===== config.mk =====
export PLATFORM = sky130hd
export DESIGN_NAME = pipeline_hazard_unit
export DESIGN_NICKNAME = d
export VERILOG_FILES = /design/src/rtl/hazard_pkg.sv /design/src/rtl/pipeline_hazard_unit_sat_counter.sv /design/src/rtl/pipeline_hazard_unit.sv
export SDC_FILE = /design/constraint.sdc
export NUM_CORES = 1
export LEC_CHECK = 0
export CAP_MARGIN = 20
export CORE_MARGIN = 1.5
export CORE_UTILIZATION = 47
export DETAILED_ROUTE_END_ITERATION = 6
export GPL_TIMING_DRIVEN = 0
export MAX_ROUTING_LAYER = met4
export PLACE_DENSITY = 0.74
export SLEW_MARGIN = 20
export SYNTH_ARGS = -nofsm -noshare
export SYNTH_HDL_FRONTEND = slang
export SYNTH_HIERARCHICAL = 1
export SYNTH_SLANG_ARGS = --single-unit

===== constraint.sdc =====
create_clock -name clk -period 2.45 [get_ports clk]
set_clock_uncertainty 0.15 [all_clocks]
set_input_delay 0.49 -clock clk [delete_from_list [all_inputs] [get_ports clk]]
set_output_delay 0.49 -clock clk [all_outputs]
set_load 0.03 [all_outputs]

===== src/rtl/hazard_pkg.sv =====
// Shared types and constants for the pipeline hazard controller.
// Imported by the hazard unit, its counters and the bench.
package hazard_pkg;

  typedef enum logic [1:0] {
    RUN,
    HOLD,
    IMEM_WAIT
  } hz_state_t;

  localparam int REG_ADDR_W = 5;
  localparam logic [REG_ADDR_W-1:0] REG_ZERO = 5'd0;
  localparam logic [31:0] NOP_INSN = 32'h00000013;

endpackage


===== src/rtl/pipeline_hazard_unit_sat_counter.sv =====
// Saturating up-counter with async clear and synchronous clear.
// Stops at MAX instead of wrapping.
module sat_counter #(
  parameter int W = 32,
  parameter logic [W-1:0] MAX = '1
) (
  input  logic         clk,
  input  logic         rst_n,
  input  logic         clr,
  input  logic         inc,
  output logic [W-1:0] q
);

  logic [W-1:0] q_q;
  logic [W-1:0] q_d;

  // Next count: clear wins, otherwise step until MAX.
  always_comb begin
    q_d = q_q;
    if (clr) begin
      q_d = '0;
    end else if (inc && (q_q != MAX)) begin
      q_d = q_q + W'(1);
    end
  end

  // Count register.
  always_ff @(posedge clk or negedge rst_n) begin
    if (!rst_n) begin
      q_q <= '0;
    end else begin
      q_q <= q_d;
    end
  end

  assign q = q_q;

endmodule


===== src/rtl/pipeline_hazard_unit.sv =====
// Stall/flush controller for the five-stage pipeline.
// Mealy controls plus pending flush, watchdog and perf counters.
module pipeline_hazard_unit
  import hazard_pkg::*;
#(
  parameter int TIMEOUT = 1023,
  parameter int CNT_W   = 32
) (
  input  logic                  clk,
  input  logic                  rst_n,
  input  logic [REG_ADDR_W-1:0] id_rs1,
  input  logic [REG_ADDR_W-1:0] id_rs2,
  input  logic                  id_uses_rs1,
  input  logic                  id_uses_rs2,
  input  logic                  ex_mem_read,
  input  logic [REG_ADDR_W-1:0] ex_rd,
  input  logic                  branch_taken,
  input  logic                  imem_ready,
  input  logic                  dmem_busy,
  output logic                  pc_write,
  output logic                  if_write,
  output logic                  if_flush,
  output logic                  id_ex_bubble,
  output logic                  pipe_hold,
  output logic                  stall_timeout,
  output logic [CNT_W-1:0]      stall_cycles,
  output logic [CNT_W-1:0]      flush_count
);

  localparam int WW = $clog2(TIMEOUT + 1);

  hz_state_t     state_q;
  logic          pend_q;
  logic          tout_q;
  logic [WW-1:0] wait_q;

  logic lu;
  logic r_hold;
  logic r_flush;
  logic r_lu;
  logic r_imem;
  logic r_run;
  logic wait_fire;
  logic wait_clr;

  assign lu = ex_mem_read && (ex_rd != REG_ZERO) &&
              ((id_uses_rs1 && (id_rs1 == ex_rd)) ||
               (id_uses_rs2 && (id_rs2 == ex_rd)));

  assign r_hold  = dmem_busy;
  assign r_flush = !r_hold && (branch_taken || pend_q);
  assign r_lu    = !r_hold && !r_flush && lu;
  assign r_imem  = !r_hold && !r_flush && !lu && !imem_ready;
  assign r_run   = !r_hold && !r_flush && !lu && imem_ready;

  assign wait_fire = r_hold || r_imem;
  // Counter is already zero whenever the FSM sits in RUN.
  assign wait_clr  = !wait_fire && (state_q != RUN);

  // Priority decode of the pipeline controls; reset forces a bubble.
  always_comb begin
    pc_write     = 1'b0;
    if_write     = 1'b0;
    if_flush     = 1'b1;
    id_ex_bubble = 1'b1;
    pipe_hold    = 1'b0;
    if (rst_n) begin
      if_flush     = 1'b0;
      id_ex_bubble = 1'b0;
      unique case (1'b1)
        r_hold:  pipe_hold = 1'b1;
        r_flush: begin
          pc_write     = 1'b1;
          if_flush     = 1'b1;
          id_ex_bubble = 1'b1;
        end
        r_lu:    id_ex_bubble = 1'b1;
        r_imem:  if_flush = 1'b1;
        r_run: begin
          pc_write = 1'b1;
          if_write = 1'b1;
        end
        default: pipe_hold = 1'b0;
      endcase
    end
  end

  // Wait FSM, pending branch record and sticky watchdog flag.
  always_ff @(posedge clk or negedge rst_n) begin
    if (!rst_n) begin
      state_q <= RUN;
      pend_q  <= 1'b0;
      tout_q  <= 1'b0;
    end else begin
      if (r_hold) begin
        state_q <= HOLD;
      end else if (r_imem) begin
        state_q <= IMEM_WAIT;
      end else begin
        state_q <= RUN;
      end
      if (r_hold && branch_taken) begin
        pend_q <= 1'b1;
      end else if (r_flush) begin
        pend_q <= 1'b0;
      end
      if (wait_fire && (wait_q >= WW'(TIMEOUT - 1))) begin
        tout_q <= 1'b1;
      end
    end
  end

  sat_counter #(.W(WW), .MAX(WW'(TIMEOUT))) u_wait (
    .clk   (clk),
    .rst_n (rst_n),
    .clr   (wait_clr),
    .inc   (wait_fire),
    .q     (wait_q)
  );

  sat_counter #(.W(CNT_W)) u_stall (
    .clk   (clk),
    .rst_n (rst_n),
    .clr   (1'b0),
    .inc   (!pc_write),
    .q     (stall_cycles)
  );

  sat_counter #(.W(CNT_W)) u_flush (
    .clk   (clk),
    .rst_n (rst_n),
    .clr   (1'b0),
    .inc   (r_flush),
    .q     (flush_count)
  );

  assign stall_timeout = tout_q;

endmodule


==> impl_results.md, run 1 <==
* Outcome: finished, violations left
* Violated checks: setup timing
* Vias at ~4.5k
* Setup TNS at -2863 ps
* P_int at roughly 2.3 mW
* Unrepaired setup endpoints after global routing: true
* Relative slew slack at 37.99%
* Pwr per Cell Area at between 400 and 500 nW/um^2
* Min Tclk post-route at approximately 2700 ps
* Final design utilization at between 60% and 70%
* CTS tree: built
* Final antenna diode count at 0
* Nets@finish at around 660
* Vias in the first global route at around 4.2k
* CP max FO at 7
* Post-Syn Instances at around 510
* DRT iter0 DRCs at ~220
* CTS clk-pin slew, worst paths at ~80 ps
* Maximum clock rate at ~370 MHz
* Antenna violations before repair at 0
* Crit-path slowest cell: mux2_4
* Psw at approximately 730 uW
* Seq/Total Area, Yosys at a little over two fifths
* IR drop worst, VDD at 350.9 uV
* Post-synth top area cell: dfrtp_1
* Top-area cell type share of the netlist area at about two fifths
* Most common cell after layout, fill and taps aside: dfrtp_1
* Max_cap viols at 0
* Switching Share at around 24%
* Number of port buffers at between 90 and 100
* CP Cell Sequence: buf_6 -> xnor2_2 -> nand4_1 -> o22ai_2 -> nor2b_4 -> buf_6 -> o22a_4 -> and3_4 -> nand4_1 -> a21o_1 -> buf_6 -> buf_4 -> nor3_4 -> mux2_4
* Std-Cell Rows at 36
* Die Y at just over 100 um
* Clock Path Buffers at 2
* Number of CTS-inserted buffers at 9
* Vias/cell at between 5 and 6
* Grt ovf at 0
* Endpoint class of the critical path: flop
* Pre-CTS setup slack at -1150 ps
* GPL Wtd Cong at around 0.86
* Period utilisation layout at 111.7%
* Layout cell share with drive strength beyond 1 at a little under a quarter
* #FFs+latches synth at just under 80
* Synthesized-area fraction occupied by xor and xnor cells at 6.934%
* Drt wl/cell at roughly 17 um
* Largest net degree at the start of global routing at 52
* YS warnings at 6
* Drt pass-1 iters at 5
* Top FF cell, synth: dfrtp_1
* Routed Antenna Nets at 0
* Clock power share at between 40 and 50%
* Commonest cells after routing, fill and taps aside: 78 x dfrtp_1, 69 x clkdlybuf4s50_1, 61 x nor2_1
* Compound-Gate Fraction of Synth Area at about an eighth
* WP data arrival at approximately 2800 ps
* Final Worst Setup Slack at -287.6 ps
* Mapped Area at about 4700 um^2
* FF-to-FF path depth at 8
* Simple-gate share of the synthesized area at 30.41%
* Measured slew at the worst slew-check pin at slightly above 900 ps
* Starting Density at slightly below 50%
* Die ar. at between 10000 and 15000 um^2
* Synth Area in Adders at 0.8032%
* Main combinational cell family by area after synthesis: simple AND/OR/NAND/NOR gates
* Final setup viols at 20
* EDFF count, synth at 0
* Core Region at about 9700 um^2
* FFs w/ async S/R, synth at between 90% and 100%
* Synth-to-Final Area Change at 42.38%
* GRT Resource Usage Total at about a quarter
* Mux cell area share after synthesis at under 10%
* Post-route DRC at 0
* CP dominant cell by count: buf_6
* Share of power burned in combinational logic at a little under an eighth
* HP Class: in -> async
* Largest cells by area after synthesis: dfrtp_1 42%, xnor2_1 5.6%, nor2_1 5.0%
* WL final at between 10 and 15 mm
* First-pass GRT wire length at 20.44 mm
* Synth cell types at 57
* Hold Vio Cnt, Final at 0
* Max stage delay on crit path at roughly 320 ps
* Static Leak at roughly 2.7 nW
* Root Driver: clkbuf_8
* Clock sinks at 78
* Top-level I/O count at between 90 and 100
* Avg Cell Area, Syn at about 9.3 um^2
* Die X at slightly above 100 um
* Crit Path Class: in -> reg
* Worst setup SP type: primary input
* H-tree Lvls at 3
* CP Data Required Time at 2540 ps
* Slew Viols, Final at 0
* Clk Latency, worst-skew pair at 350 ps
* Seq pwr share at a little under half
* Post-DP HPWL at ~8.5 mm
final timing paths:
kind | start | end | slack, ps
worst max-delay path | id_rs2[4] | u_stall/q[19]$_DFFE_PN0P_ | -290
worst min-delay path | rst_n | u_flush/q[6]$_DFFE_PN0P_ | 40
worst max register to register | u_stall/q[0]$_DFFE_PN0P_ | u_stall/q[19]$_DFFE_PN0P_ | 20
worst min register to register | stall_timeout$_DFFE_PN0P_ | stall_timeout$_DFFE_PN0P_ | 340
max in group asynchronous | rst_n | u_stall/q[24]$_DFFE_PN0P_ | 1840
min in group clk | stall_timeout$_DFFE_PN0P_ | stall_timeout$_DFFE_PN0P_ | 340
logic make-up (layout without fill, tap and decap cells):
| logic type | count (synthesis) | count (layout) |
|---|---|---|
| AO/OA/AOI/OAI | 85 | 86 |
| XOR/XNOR | 37 | 37 |
| adder cells (fa/ha/maj) | 3 | 3 |
| buffers and inverters | 34 | 164 |
| flip-flops | 78 | 78 |
| multiplexers | 16 | 16 |
| other | 1 | 8 |
| AND/OR/NAND/NOR | 251 | 251 |
power by group through the flow:
| stage | logic, mW | registers, mW | clock network [mW] |
|---|---|---|---|
| floorplan | 0.158 | 1.40 | 0 |
| global placement | 0.293 | 1.40 | 0 |
| detailed placement | 0.304 | 1.39 | 0 |
| CTS | 0.327 | 1.37 | 1.32 |
| global route | 0.387 | 1.38 | 1.37 |
| finish | 0.356 | 1.37 | 1.29 |
Yosys cell counts (5+ instances only):
cell       n
and3_1    14
o21ai_0    8
dfrtp_1   78
and2_1     7
inv_1     17
xnor2_1   30
mux2_2    10
nand3_1   32
o31ai_1    9
or4_1      8
nor3_1    13
nand4_1   15
clkbuf_1  10
nand2b_1   5
nor2_1    62
nand2_1   34
a21oi_1   27
nor2b_1   14
a21o_1     6
or3_1     11
nor4_1     9
a211oi_1  11
xor2_1     7
flip-flops by register name (all words and copies together) (netlist names):
name	flops
state_q	2
u_stall/q	32
u_wait/q	10
u_flush/q	32
stall_timeout	1
pend_q	1
critical path, delay by kind of cell:
family | cells | cell delay, ps
simple gates | 5 | 750
compound gates | 3 | 610
buf+inv | 4 | 520
mux | 1 | 320
xor+xnor | 1 | 150
area by class of cell:
type	instances	area, um^2
fillers	782	3075
multi-input cells	401	2952
flip-flops and latches	78	1952
repair buffers	117	1161
well taps	133	166.4
clock buffers	10	137.6
clock inverters	6	132.6
plain buffers	14	88.84
inverters	17	63.81
per-stage QoR:
step	power, mW	instances	hold slack, ps	area, um^2
after floorplan	1.561	512	44.41	4746
after global placement	1.688	737	312.3	5833
after detailed placement	1.699	738	318.0	5858
after CTS	3.016	768	23.06	6447
after global routing	3.136	776	37.70	6654
final	3.013	776	42.64	6654
repair_timing:
| item | CTS | global route |
|---|---|---|
| endpoints found under the setup margin | 63 | 38 |
| hold buffers | 1 | 0 |
| cloned | 2 | 1 |
| pin swaps | 39 | 19 |
| endpoints found under the hold margin | 27 | 0 |
| setup buffers | 13 | 9 |
| resized for setup | 139 | 32 |
metal layers:
metal	vias to the layer above	GRT usage, %	routed length (um)
li1	2096	-	-
met1	2179	30.78	5495
met2	164	42.18	6630
met3	33	5.153	737
met4	0	9.905	335
met5	-	-	0
Power figures use the tool's default switching activity.
==> inputs of run 2 (changes only) <==
Settings changed: ABC_AREA from default to 1, CELL_PAD_IN_SITES_DETAIL_PLACEMENT from default to 0, CELL_PAD_IN_SITES_GLOBAL_PLACEMENT from default to 2, CORE_UTILIZATION 47 to 26, PLACE_DENSITY 0.74 to 0.73.
==> impl_results.md, run 2 <==
* Final setup viols at 0
* Hold Vio Cnt, Final at 0
* Post-DP HPWL at roughly 14 mm
* Placed Cells at around 1.3k
* Crit Path Class: in -> out
* P_int at between 2 and 2.5 mW
* Nets@finish at 1023
* Die Y at between 150 and 200 um
* Starting Density at around a quarter
* Measured slew at the worst slew-check pin at 571.4 ps
* Synthesized-area fraction occupied by xor and xnor cells at between 3 and 4%
* Synth cell types at 32
* CP max FO at 4
* First-pass GRT wire length at roughly 30 mm
* Grt ovf at 0
* Outcome: complete, no violations
* Top-area cell type share of the netlist area at ~35%
* Switching Share at a little over a quarter
* Psw at between 800 and 900 uW
* Max_cap viols at 0
* HP Class: in -> async
* FFs w/ async S/R, synth at 100.0%
* #FFs+latches synth at slightly below 80
* Vias at roughly 5.7k
* Antenna violations before repair at 0
* Final antenna diode count at 0
* Post-synth top area cell: dfrtp_1
* Std-Cell Rows at 53
* Die ar. at roughly 23000 um^2
* Root Driver: clkbuf_16
* YS warnings at 6
* Clock power share at a little under half
* GRT Resource Usage Total at between 10% and 20%
* Pwr per Cell Area at around 430 nW/um^2
* WP data arrival at 1730 ps
* Period utilisation layout at approximately 97%
* Routed Antenna Nets at 0
* Main combinational cell family by area after synthesis: simple AND/OR/NAND/NOR gates
* Die X at approximately 150 um
* IR drop worst, VDD at 295.9 uV
* Most frequent cell after synthesis: nand2_1
* WL final at 18.76 mm
* Min Tclk post-route at 2372 ps
* Synth-to-Final Area Change at 31.84%
* Drt wl/cell at around 15 um
* Vias in the first global route at around 5.7k
* Mapped Area at roughly 5600 um^2
* Avg Cell Area, Syn at 6.427 um^2
* H-tree Lvls at 3
* Largest cells by area after synthesis: dfrtp_1 35%, nand2_1 22%, nor2_1 8.4%
* CTS clk-pin slew, worst paths at around 60 ps
* Mux cell area share after synthesis at 0%
* Share of power burned in combinational logic at between 10% and 20%
* Largest net degree at the start of global routing at 36
* CTS tree: built
* Seq pwr share at between 40% and 50%
* Clock sinks at a little under 80
* Endpoint class of the critical path: primary output
* Core Region at between 20000 and 25000 um^2
* Top-level I/O count at 93
* Worst setup SP type: primary input
* Post-route DRC at 0
* Number of CTS-inserted buffers at 9
* GPL Wtd Cong at a little under 0.8
* Commonest cells after routing, fill and taps aside: 336 x nand2_1, 124 x nor2_1, 86 x inv_1
* EDFF count, synth at 0
* Most common cell after layout, fill and taps aside: nand2_1
* Simple-gate share of the synthesized area at 48.49%
* Fin cells at between 1k and 1.5k
* Drt pass-1 iters at 5
* Post-Syn Instances at just under 900
* Commonest cells post-synth: 337 x nand2_1, 127 x nor2_1, 89 x inv_1, 85 x nand3_1, 78 x dfrtp_1
* DRT iter0 DRCs at between 200 and 250
* Top FF cell, synth: dfrtp_1
* Fin area at 7440 um^2
* Seq/Total Area, Yosys at around a third
* Dpl cell area at about 7000 um^2
* Maximum clock rate at 421.6 MHz
* Clock Path Buffers at 2
* CP Data Required Time at approximately 1800 ps
* Layout cell share with drive strength beyond 1 at 9.890%
* Synth Area in Adders at less than 1%
* Static Leak at around 3.4 nW
* Vias/cell at roughly 4.5
* Slew Viols, Final at 0
* Number of port buffers at between 90 and 100
* Clk Latency, worst-skew pair at about 350 ps
* Relative slew slack at between 60% and 70%
* Compound-Gate Fraction of Synth Area at under 10%
run 2: changes by cell type in the layout (fill, tap and decap cells not counted), sizes merged, moves of 20 or more:
cell	change
buf	-28
inv	+80
nand2	+323
nand3	+53
nor2	+82
o21ai	+27
xnor2	-20
run 2: routing by layer:
layer / wire (um) / global-route usage [%] / vias to the layer above
li1: - / - / 2974
met1: 9416 / 25.07 / 2633
met2: 8399 / 27.71 / 126
met3: 661 / 2.242 / 16
met4: 284 / 5.098 / 0
met5: 0 / - / -
run 2: kinds of logic (layout without fill, tap and decap cells):
family | Yosys count | in the layout
and+or+nand+nor | 615 | 615
xor gates and xnor gates | 20 | 20
other | 1 | 10
AOI/OAI and AO/OA | 47 | 47
DFF | 78 | 78
buffers and inverters | 114 | 228
adders and majority gates | 3 | 3
run 2: path summary, 6_finish.rpt:
kind / from / endpoint / slack, ps / cells past startpoint
worst max-delay path: ex_rd[2] / pc_write / 80 / 9
worst min-delay path: rst_n / u_flush/q[1]$_DFFE_PN0P_ / 90 / 3
worst max register to register: u_flush/q[1]$_DFFE_PN0P_ / u_flush/q[31]$_DFFE_PN0P_ / 200 / 9
worst min register to register: stall_timeout$_DFFE_PN0P_ / stall_timeout$_DFFE_PN0P_ / 330 / 2
max in group asynchronous: rst_n / u_flush/q[11]$_DFFE_PN0P_ / 1210 / 2
min in group clk: dmem_busy / state_q[0]$_DFF_PN0_ / 280 / 1
run 2: cell type report:
class / instances / area (um^2)
repair buffers: 99 / 1023
fillers: 2318 / 13710
multi-input cells: 695 / 3318
clock buffers: 10 / 229.0
flip-flops and latches: 78 / 1952
well taps: 275 / 344.1
inverters: 97 / 364.1
clock inverters: 5 / 75.07
plain buffers: 17 / 133.9
run 2: power groups by stage:
stage	combinational [mW]	sequential (mW)	clock, mW
floorplan	0.192	1.38	0
global placement	0.357	1.37	0
detailed placement	0.359	1.37	0
CTS	0.379	1.35	1.51
global route	0.441	1.35	1.55
finish	0.396	1.35	1.46
run 2: timing repair:
item,CTS,global route
endpoints found under the setup margin,54,23
gates resized for setup,59,11
cloned,1,0
hold buffers,2,0
pin swaps,15,7
endpoints found under the hold margin,11,0
buffers inserted,1,2
run 2: worst max-delay path: stages:
cell and delay, ps:
dlygate4sd2_1 250, inv_2 80, nand4_1 150, o21ai_4 230, inv_2 80, nand2_4 90, nand2_2 70, o22ai_4 140
buf_6 160
run 2: stage by stage:
stage / setup TNS, ps / total power [mW] / hold WS [ps] / util [%] / worst slack (ps)
3_5_place_dp: -39630 / 1.731 / 173.5 / 32.95 / -1059
5_1_grt: -3.334 / 3.340 / 126.8 / 35.17 / -3.334
6_report: 0 / 3.201 / 94.60 / 35.17 / 78.31
4_1_cts: 0 / 3.235 / 108.3 / 34.85 / 6.258
3_3_place_gp: -350490 / 1.730 / 314.4 / 32.81 / -3678
2_1_floorplan: 0 / 1.571 / 44.41 / - / 204.1
==> inputs of run 3 (changes only) <==
Settings changed: SKIP_CTS_REPAIR_TIMING from default to 1, SLEW_MARGIN 20 to 5.
==> impl_results.md, run 3 (synthesis gave the netlist of run 2 again) <==
* Outcome: complete, no violations
* Static Leak at ~3.5 nW
* DRT iter0 DRCs at around 240
* Post-route DRC at 0
* Routed Antenna Nets at 0
* Number of port buffers at a little over 90
* Total Power at between 3 and 4 mW
* Worst setup SP type: primary input
* WL final at around 19 mm
* WP data arrival at around 1800 ps
* Most common cell after layout, fill and taps aside: nand2_1
* Clock Path Buffers at 2
* Slew Viols, Final at 0
* Pwr per Cell Area at 429.2 nW/um^2
* Endpoint class of the critical path: primary output
* Hold Vio Cnt, Final at 0
* Drt wl/cell at about 15 um
* Unrepaired setup endpoints after global routing: true
* CP Data Required Time at around 1800 ps
* Crit path from: branch_taken
* Die ar. at 22600 um^2
* Antenna violations before repair at 0
* Number of CTS-inserted buffers at 9
* Dpl cell area at ~7000 um^2
* Relative slew slack at between 50% and 60%
* Largest net degree at the start of global routing at 42
* Post-DP HPWL at 13.91 mm
* Maximum clock rate at around 420 MHz
* GPL Wtd Cong at slightly below 0.8
* GRT Resource Usage Total at ~18%
* IR drop worst, VDD at about 290 uV
* Grt ovf at 0
* Vias at approximately 5.7k
* Min Tclk post-route at around 2400 ps
* Vias in the first global route at ~5.6k
* Die Y at around 150 um
* Drt pass-1 iters at 5
* Final setup viols at 0
* Layout cell share with drive strength beyond 1 at around a tenth
* Clock sinks at between 70 and 80
* Clk Latency, worst-skew pair at between 300 and 400 ps
* Max_cap viols at 0
* Nets@finish at ~1.0k
* First-pass GRT wire length at between 30 and 40 mm
* CTS clk-pin slew, worst paths at ~60 ps
* Vias/cell at approximately 4.5
* FF-to-FF path depth at 9
* Root Driver: clkbuf_16
* Period utilisation layout at a little over nine tenths
* Measured slew at the worst slew-check pin at about 620 ps
* H-tree Lvls at 3
* Top-level I/O count at 93
* RR Startpoint: u_flush/q[1]$_DFFE_PN0P_
* Fin area at roughly 7400 um^2
* Core Region at between 20000 and 25000 um^2
* Crit Path Class: in -> out
* Std-Cell Rows at between 50 and 60
* CP max FO at 4
* Commonest cells after routing, fill and taps aside: 335 x nand2_1, 123 x nor2_1, 85 x nand3_1
* CTS tree: built
* Die X at about 150 um
* HP Class: in -> async
* Synth-to-Final Area Change at 31.73%
* Final antenna diode count at 0
* FILL cells at about 2.3k
* Starting Density at a little over a quarter
-- run 3: per-layer routing --
layer	up-vias	share of wire [%]	GRT usage (%)
met5	-	0	-
met4	0	1.1	4.951
met3	13	3.2	1.909
met2	111	44	27.18
met1	2623	51	24.63
li1	2968	-	-
-- run 3: power breakdown --
part | internal [mW] | leakage (nW) | switching (mW)
logic | 0.142 | 2.24 | 0.247
clock network | 0.883 | 0.152 | 0.570
registers | 1.31 | 1.07 | 0.0361
total | 2.34 | 3.47 | 0.852
-- run 3: worst max-delay path: stages --
cell and delay, ps:
clkdlybuf4s50_1 550, nor2_2 90, nor2_4 220, inv_1 80, o22ai_2 180, buf_6 160
-- run 3: path summary, 6_finish.rpt --
kind                                              to  slack (ps)
min in group clk           stall_timeout$_DFFE_PN0P_         320
setup / recovery                            pc_write          50
max in group asynchronous  u_stall/q[12]$_DFFE_PN0P_        1910
setup reg to reg           u_flush/q[30]$_DFFE_PN0P_         210
hold reg to reg            stall_timeout$_DFFE_PN0P_         320
hold / removal             u_flush/q[13]$_DFFE_PN0P_           8
-- run 3: through the flow --
stage | setup TNS (ps) | setup WS [ps] | utilization [%] | std cells | hold slack, ps
detailed placement | -39610 | -1056 | 32.93 | 1255 | 302.6
global placement | -350490 | -3678 | 32.81 | 1254 | 314.4
CTS | -19760 | -1054 | 34.37 | 1270 | 17.18
finish | 0 | 48.43 | 35.14 | 1274 | 8.029
floorplan | 0 | 204.1 | - | 887 | 44.41
global route | -16.21 | -16.21 | 35.14 | 1274 | 36.05
-- run 3: area by class of cell --
| class | count | area, um^2 | area share (%) |
|---|---|---|---|
| multi-input combinational | 695 | 3298 | 44.37 |
| clock buffer | 10 | 229.0 | 3.080 |
| inverter | 97 | 364.1 | 4.898 |
| buffer | 17 | 133.9 | 1.801 |
| clock inverter | 5 | 75.07 | 1.010 |
| tap | 275 | 344.1 | 4.629 |
| timing repair buffer | 97 | 1037 | 13.95 |
| sequential | 78 | 1952 | 26.26 |
